$ cat config.mk
export PLATFORM = sky130hd
export DESIGN_NAME = uart_rx_os_flat
export DESIGN_NICKNAME = d
export VERILOG_FILES = /design/src/rtl/uart_pkg.sv /design/src/rtl/uart_rx_os_if.sv /design/src/rtl/sync_2ff.sv /design/src/rtl/uart_rx_os.sv /design/src/flat_wrapper.sv
export SDC_FILE = /design/constraint.sdc
export NUM_CORES = 1
export LEC_CHECK = 0
export ABC_AREA = 1
export CORE_UTILIZATION = 50
export CTS_CLUSTER_DIAMETER = 200
export DETAILED_ROUTE_END_ITERATION = 8
export PLACE_DENSITY = 0.68
export SYNTH_ARGS = -nofsm -noshare
export SYNTH_HDL_FRONTEND = slang
export SYNTH_SLANG_ARGS = --single-unit
$ cat constraint.sdc
create_clock -name clk -period 2 [get_ports clk]
set_clock_uncertainty 0.05 [all_clocks]
set_input_delay 0.3 -clock clk [delete_from_list [all_inputs] [get_ports clk]]
set_output_delay 0.3 -clock clk [all_outputs]
set_load 0.05 [all_outputs]
$ cat src/rtl/uart_pkg.sv
// uart_pkg: receiver state encoding and parity mode constants shared by the UART receiver
package uart_pkg;
  typedef enum logic [2:0] {IDLE, START, DATA, PAR, STOP} rx_state_t;
  localparam int PARITY_NONE = 0;
  localparam int PARITY_ODD = 1;
  localparam int PARITY_EVEN = 2;
endpackage

$ cat src/rtl/uart_rx_os_if.sv
// uart_rx_os_if: serial input, sample tick and received-frame outputs of the oversampling receiver
interface uart_rx_os_if #(parameter int DBIT = 8) ();
  logic rx;
  logic s_tick;
  logic [DBIT-1:0] dout;
  logic rx_done_tick;
  logic frame_err;
  logic parity_err;
  logic busy;
  modport master (output rx, s_tick, input dout, rx_done_tick, frame_err, parity_err, busy);
  modport slave (input rx, s_tick, output dout, rx_done_tick, frame_err, parity_err, busy);
endinterface

$ cat src/rtl/sync_2ff.sv
// sync_2ff: two-flop synchroniser for an asynchronous single-bit input
module sync_2ff #(parameter logic RST_VAL = 1'b1) (
  input  logic clk,
  input  logic reset,
  input  logic d,
  output logic q
);
  logic m;
  always_ff @(posedge clk or posedge reset)
    if (reset) {q, m} <= {2{RST_VAL}};
    else {q, m} <= {m, d};
endmodule

$ cat src/rtl/uart_rx_os.sv
// uart_rx_os: oversampling UART receiver, mid-bit sampling of start/data/parity/stop on s_tick
module uart_rx_os import uart_pkg::*; #(
  parameter int DBIT = 8,
  parameter int OVERSAMPLE = 16,
  parameter int SB_TICK = 16,
  parameter int PARITY = PARITY_NONE
) (
  input logic clk,
  input logic reset,
  uart_rx_os_if.slave bus
);
  localparam int SW = $clog2(OVERSAMPLE > SB_TICK ? OVERSAMPLE : SB_TICK);
  localparam int NW = $clog2(DBIT);
  localparam logic [SW-1:0] S_MID = SW'(OVERSAMPLE / 2 - 1);
  localparam logic [SW-1:0] S_BIT = SW'(OVERSAMPLE - 1);
  localparam logic [SW-1:0] S_STOP = SW'(SB_TICK - 1);
  localparam logic [NW-1:0] N_LAST = NW'(DBIT - 1);
  rx_state_t state;
  logic [SW-1:0] s;
  logic [NW-1:0] n;
  logic [DBIT-1:0] shift;
  logic par_bit, rx_s, rx_prev, par_odd;
  sync_2ff #(.RST_VAL(1'b1)) u_sync (.clk(clk), .reset(reset), .d(bus.rx), .q(rx_s));
  assign par_odd = ^{shift, par_bit};
  assign bus.busy = state != IDLE;
  always_ff @(posedge clk or posedge reset)
    if (reset) begin
      state <= IDLE;
      s <= '0;
      n <= '0;
      shift <= '0;
      par_bit <= 1'b0;
      rx_prev <= 1'b1;
      bus.dout <= '0;
      bus.rx_done_tick <= 1'b0;
      bus.frame_err <= 1'b0;
      bus.parity_err <= 1'b0;
    end else begin
      rx_prev <= rx_s;
      bus.rx_done_tick <= 1'b0;
      case (state)
        IDLE: if (rx_prev && !rx_s) begin
          state <= START;
          s <= '0;
        end
        START: if (bus.s_tick) begin
          if (s == S_MID) begin
            state <= rx_s ? IDLE : DATA;
            s <= '0;
            n <= '0;
          end else s <= s + 1'b1;
        end
        DATA: if (bus.s_tick) begin
          if (s == S_BIT) begin
            s <= '0;
            shift <= {rx_s, shift[DBIT-1:1]};
            if (n == N_LAST) state <= PARITY != PARITY_NONE ? PAR : STOP;
            else n <= n + 1'b1;
          end else s <= s + 1'b1;
        end
        PAR: if (bus.s_tick) begin
          if (s == S_BIT) begin
            par_bit <= rx_s;
            s <= '0;
            state <= STOP;
          end else s <= s + 1'b1;
        end
        STOP: if (bus.s_tick) begin
          // final stop tick: publish the frame so the done pulse lands on the next clock
          if (s == S_STOP) begin
            state <= IDLE;
            s <= '0;
            bus.rx_done_tick <= 1'b1;
            bus.dout <= shift;
            bus.frame_err <= ~rx_s;
            bus.parity_err <= PARITY == PARITY_ODD ? ~par_odd : PARITY == PARITY_EVEN ? par_odd : 1'b0;
          end else s <= s + 1'b1;
        end
        default: state <= IDLE;
      endcase
    end
endmodule

$ cat src/flat_wrapper.sv
// flat-port wrapper written by rule: the top's interface ports become plain ports
module uart_rx_os_flat import uart_pkg::*;
#(
  parameter int DBIT = 8,
  parameter int OVERSAMPLE = 16,
  parameter int SB_TICK = 16,
  parameter int PARITY = PARITY_NONE
)
  (clk, reset, bus_rx, bus_s_tick, bus_dout, bus_rx_done_tick, bus_frame_err, bus_parity_err, bus_busy);
  uart_rx_os_if #(.DBIT(DBIT)) bus_i ();
  input logic clk;
  input logic reset;
  input wire logic [$bits(bus_i.rx)-1:0] bus_rx;
  input wire logic [$bits(bus_i.s_tick)-1:0] bus_s_tick;
  output wire logic [$bits(bus_i.dout)-1:0] bus_dout;
  output wire logic [$bits(bus_i.rx_done_tick)-1:0] bus_rx_done_tick;
  output wire logic [$bits(bus_i.frame_err)-1:0] bus_frame_err;
  output wire logic [$bits(bus_i.parity_err)-1:0] bus_parity_err;
  output wire logic [$bits(bus_i.busy)-1:0] bus_busy;
  assign bus_i.rx = bus_rx;
  assign bus_i.s_tick = bus_s_tick;
  assign bus_dout = bus_i.dout;
  assign bus_rx_done_tick = bus_i.rx_done_tick;
  assign bus_frame_err = bus_i.frame_err;
  assign bus_parity_err = bus_i.parity_err;
  assign bus_busy = bus_i.busy;
  uart_rx_os #(.DBIT(DBIT), .OVERSAMPLE(OVERSAMPLE), .SB_TICK(SB_TICK), .PARITY(PARITY)) u_core (.clk(clk), .reset(reset), .bus(bus_i));
endmodule
==> run_results.csv <==
group,metric,value,unit
global_route,first_global_vias,1083,
cells_and_area,fill_cells,293,
clocking,cts_tree,"yes",
sta,finalSetupViolCount,0,
synth,synth-xor-area-share,0.536,%
worst_setup_path,rrSetupSlack,0.39,ns
worst_setup_path,rr_startpoint,"u_core.s[0]$_DFFE_PP0P_",
die,die_w,59.2,µm
synth,syn_avg_cell_area,9.45,µm²
clocking,cts_hold_buf,0,
worst_setup_path,critPathSlowestCell,"clkdlybuf4s50_1",
worst_setup_path,cp_max_fo,2,
die,die-area,0.00350,mm²
synth,synth_ff_type,"dfrtp_1",
placed_design,io_buffers,14,
die,core.rowCount,20,
die,start_util,53.1,%
sta,max_freq,0.540,GHz
route,antenna_left,0,
worst_setup_path,cp_slowest_stage_delay,0.80,ns
route,drc_errors,0,
hold_path,hp-class,"primary input to async pin",
clocking,clockBufferDepth,2,
worst_setup_path,cp_top_family,"buffers and inverters",
global_route,grt_max_degree,32,
cells_and_area,syn_to_final_growth,13.2,%
clocking,ctsHtreeMaxLevel,2,
worst_setup_path,path_depth,1,
global_route,overflow,0,
sta,relSlewSlack,66.4,%
cells_and_area,diodes,0,
synth,synth_cells,173,
sta,setup_tns,0,ns
clocking,clkTransAtPathRegs,0.10,ns
worst_setup_path,cp.arrival,1.50,ns
synth,synth_edf_count,0,
worst_setup_path,worstSetupStartpointType,"flip-flop",
route,dr_total_vias,1137,
synth,yosys_warnings,0,
cells_and_area,layout.nets,197,
sta,slew_viol_final,0,
synth,synth_compound_area_share,12.0,%
die,chipHeight,59.2,µm
cells_and_area,fin_area,0.00185,mm²
placed_design,dp_hpwl,1950,µm
worst_setup_path,endpoint,"bus_frame_err",
worst_setup_path,rr_worst_depth,8,
worst_setup_path,crit_path_start,"u_core.bus.frame_err$_DFFE_PP0P_",
clocking,insertion_delay,0.33,ns
worst_setup_path,crit_chain,"clkdlybuf4s50_1",
worst_setup_path,end_kind,"output pin",
power,power_density,1040,mW/mm²
synth,synth_top_family_by_area,"simple AND/OR/NAND/NOR gates",
route,wl,2670,µm
route,dr.pass1.iters,4,
power,p_total,1.93,mW
outcome,outcome,"completed",
global_route,antenna_found_initial,0,
synth,async_flop_share,100,%
synth,synth_adder_area_share,2.30,%
die,io_pins,16,
sta,hold_viol,0,
synth,synthMuxAreaShare,0,%
job,maxCapViolCount,0,
route,drt_iter0_drc,67,
synth,ys_types,28,
synth,yosys.area_share.simple,29.2,%
cells_and_area,regArea,779,µm²
cells_and_area,multiInputGateArea,723,µm²
synth,seq_area_frac_synth,47.7,%
cells_and_area,drive_gt1_share,29.3,%
die,core_area,0.00308,mm²
power,power.leakage,0.856,nW
global_route,track_usage,19.2,%
sta,rsz0062_at_grt,"false",
sta,final.min_clock_period,1.85,ns
worst_setup_path,path_buf_inv,1,
worst_setup_path,cp.required,1.65,ns
clocking,numCtsBuffers,5,
worst_setup_path,r2r-end,"u_core.state[0]$_DFFE_PP0P_",
synth,synth_area,0.00164,mm²
sta,finalCritPeriodShare,92.6,%
worst_setup_path,critPathKind,"flip-flop to output pin",
placed_design,place_area,0.00180,mm²
synth,synth-seq-cells,31,
route,routed_via_density,4.84,
sta,worst_pin_slew,0.502,ns
global_route,grt_first_pass_wirelength,4820,µm
clocking,cts_sinks,31,
synth,synth_fp_nets,180,
clocking,root_buffer,"clkbuf_4",
clocking,cts_resized,0,
clocking,postCtsSetupRepairBufs,0,
route,post_drt_wl_per_cell,11.4,µm
placed_design,gp_congestion,0.813,
power,vdd_ir_drop_max,612,µV
## cells in the final DEF (no fill, tap or decap), types with 2 or more instances in the layout
cell / count
clkbuf_4: 5
inv_1: 18
nand2_2: 9
nor2_4: 2
ha_1: 3
o21ai_2: 19
inv_2: 2
nand2_1: 40
nand4_1: 4
nor2_2: 2
dfrtp_1: 28
o21ai_1: 4
clkinv_2: 2
nand2_4: 3
clkbuf_1: 2
nand3_2: 3
dfstp_2: 3
clkdlybuf4s50_1: 13
nand3_1: 9
nor2_1: 9
nor2_8: 2
## per-layer routing
| layer | global-route usage (%) | share of wire, % | vias to the layer above |
|---|---|---|---|
| met4 | 8.50 | 1.9 | 0 |
| met1 | 23.0 | 45 | 532 |
| li1 | - | - | 584 |
| met5 | 0 | 0 | - |
| met2 | 31.1 | 50 | 16 |
| met3 | 6.77 | 2.8 | 5 |
## cell families after synthesis
| family | Yosys count |
|---|---|
| and+or+nand+nor | 85 |
| adders and majority gates | 3 |
| AOI/OAI and AO/OA | 25 |
| xor gates and xnor gates | 1 |
| other | 1 |
| DFF | 31 |
| buffers and inverters | 27 |
## flip-flops by register name (all words and copies together), names as in the netlist
name and count:
u_core.bus.dout 8, u_core.bus.frame_err 1, u_core.bus.rx_done_tick 1, u_core.n 3, u_core.rx_prev 1, u_core.s 4, u_core.shift 8, u_core.state 3
u_core.u_sync.m 1, u_core.u_sync.q 1
## how the worst min path moves through the flow
stage                                          end  cells past startpoint  slack, ns                      start
global placement         u_core.u_sync.q$_DFF_PP1_                      0       0.30  u_core.u_sync.m$_DFF_PP1_
global route             u_core.u_sync.m$_DFF_PP1_                      1       0.30                     bus_rx
finish              u_core.bus.dout[3]$_DFFE_PP0P_                      3       0.29                      reset
floorplan                u_core.u_sync.m$_DFF_PP1_                      0       0.25                     bus_rx
detailed placement       u_core.u_sync.q$_DFF_PP1_                      0       0.30  u_core.u_sync.m$_DFF_PP1_
CTS                 u_core.bus.dout[3]$_DFFE_PP0P_                      3       0.29                      reset
## synthesized netlist by cell type (2+ instances only)
cell type,instances,share of area [%]
nand2_1,40,9.2
nor2_4,2,1.4
nand3_1,9,2.8
nand3_2,3,1.8
inv_1,18,4.1
o21ai_2,19,10
buf_6,3,2.1
inv_2,2,0.46
nand2_2,9,3.4
nor2_1,9,2.1
nand4_1,4,1.5
nor2_2,2,0.76
o21ai_1,4,1.2
nor2_8,2,2.4
ha_1,3,2.3
dfrtp_1,28,43
nand2_4,3,2.1
dfstp_2,3,4.8
## area by class of cell
| cell class | instances | area share, % |
|---|---|---|
| flip-flops and latches | 31 | 42.1 |
| multi-input cells | 115 | 39.1 |
| clock inverters | 1 | 0.270 |
| repair buffers | 15 | 8.51 |
| well taps | 44 | 2.97 |
| clock buffers | 7 | 2.43 |
| inverters | 22 | 4.66 |
## where the power goes
part / leakage (nW) / total, mW / internal [mW] / switching [mW]
logic: 0.408 / 0.798 / 0.283 / 0.515
clock network: 0.0293 / 0.342 / 0.137 / 0.205
registers: 0.418 / 0.789 / 0.686 / 0.103
## stage by stage
step           hold slack, ns  cells  setup WS [ns]  utilization [%]
5_1_grt                 0.301    235         0.0941             60.2
4_1_cts                 0.294    235          0.117             60.2
6_report                0.292    235          0.147             60.2
3_5_place_dp            0.301    227          0.257             58.5
3_3_place_gp            0.297    227          0.292             58.5
2_1_floorplan           0.254    173          0.526                -
Power figures use the tool's default switching activity.
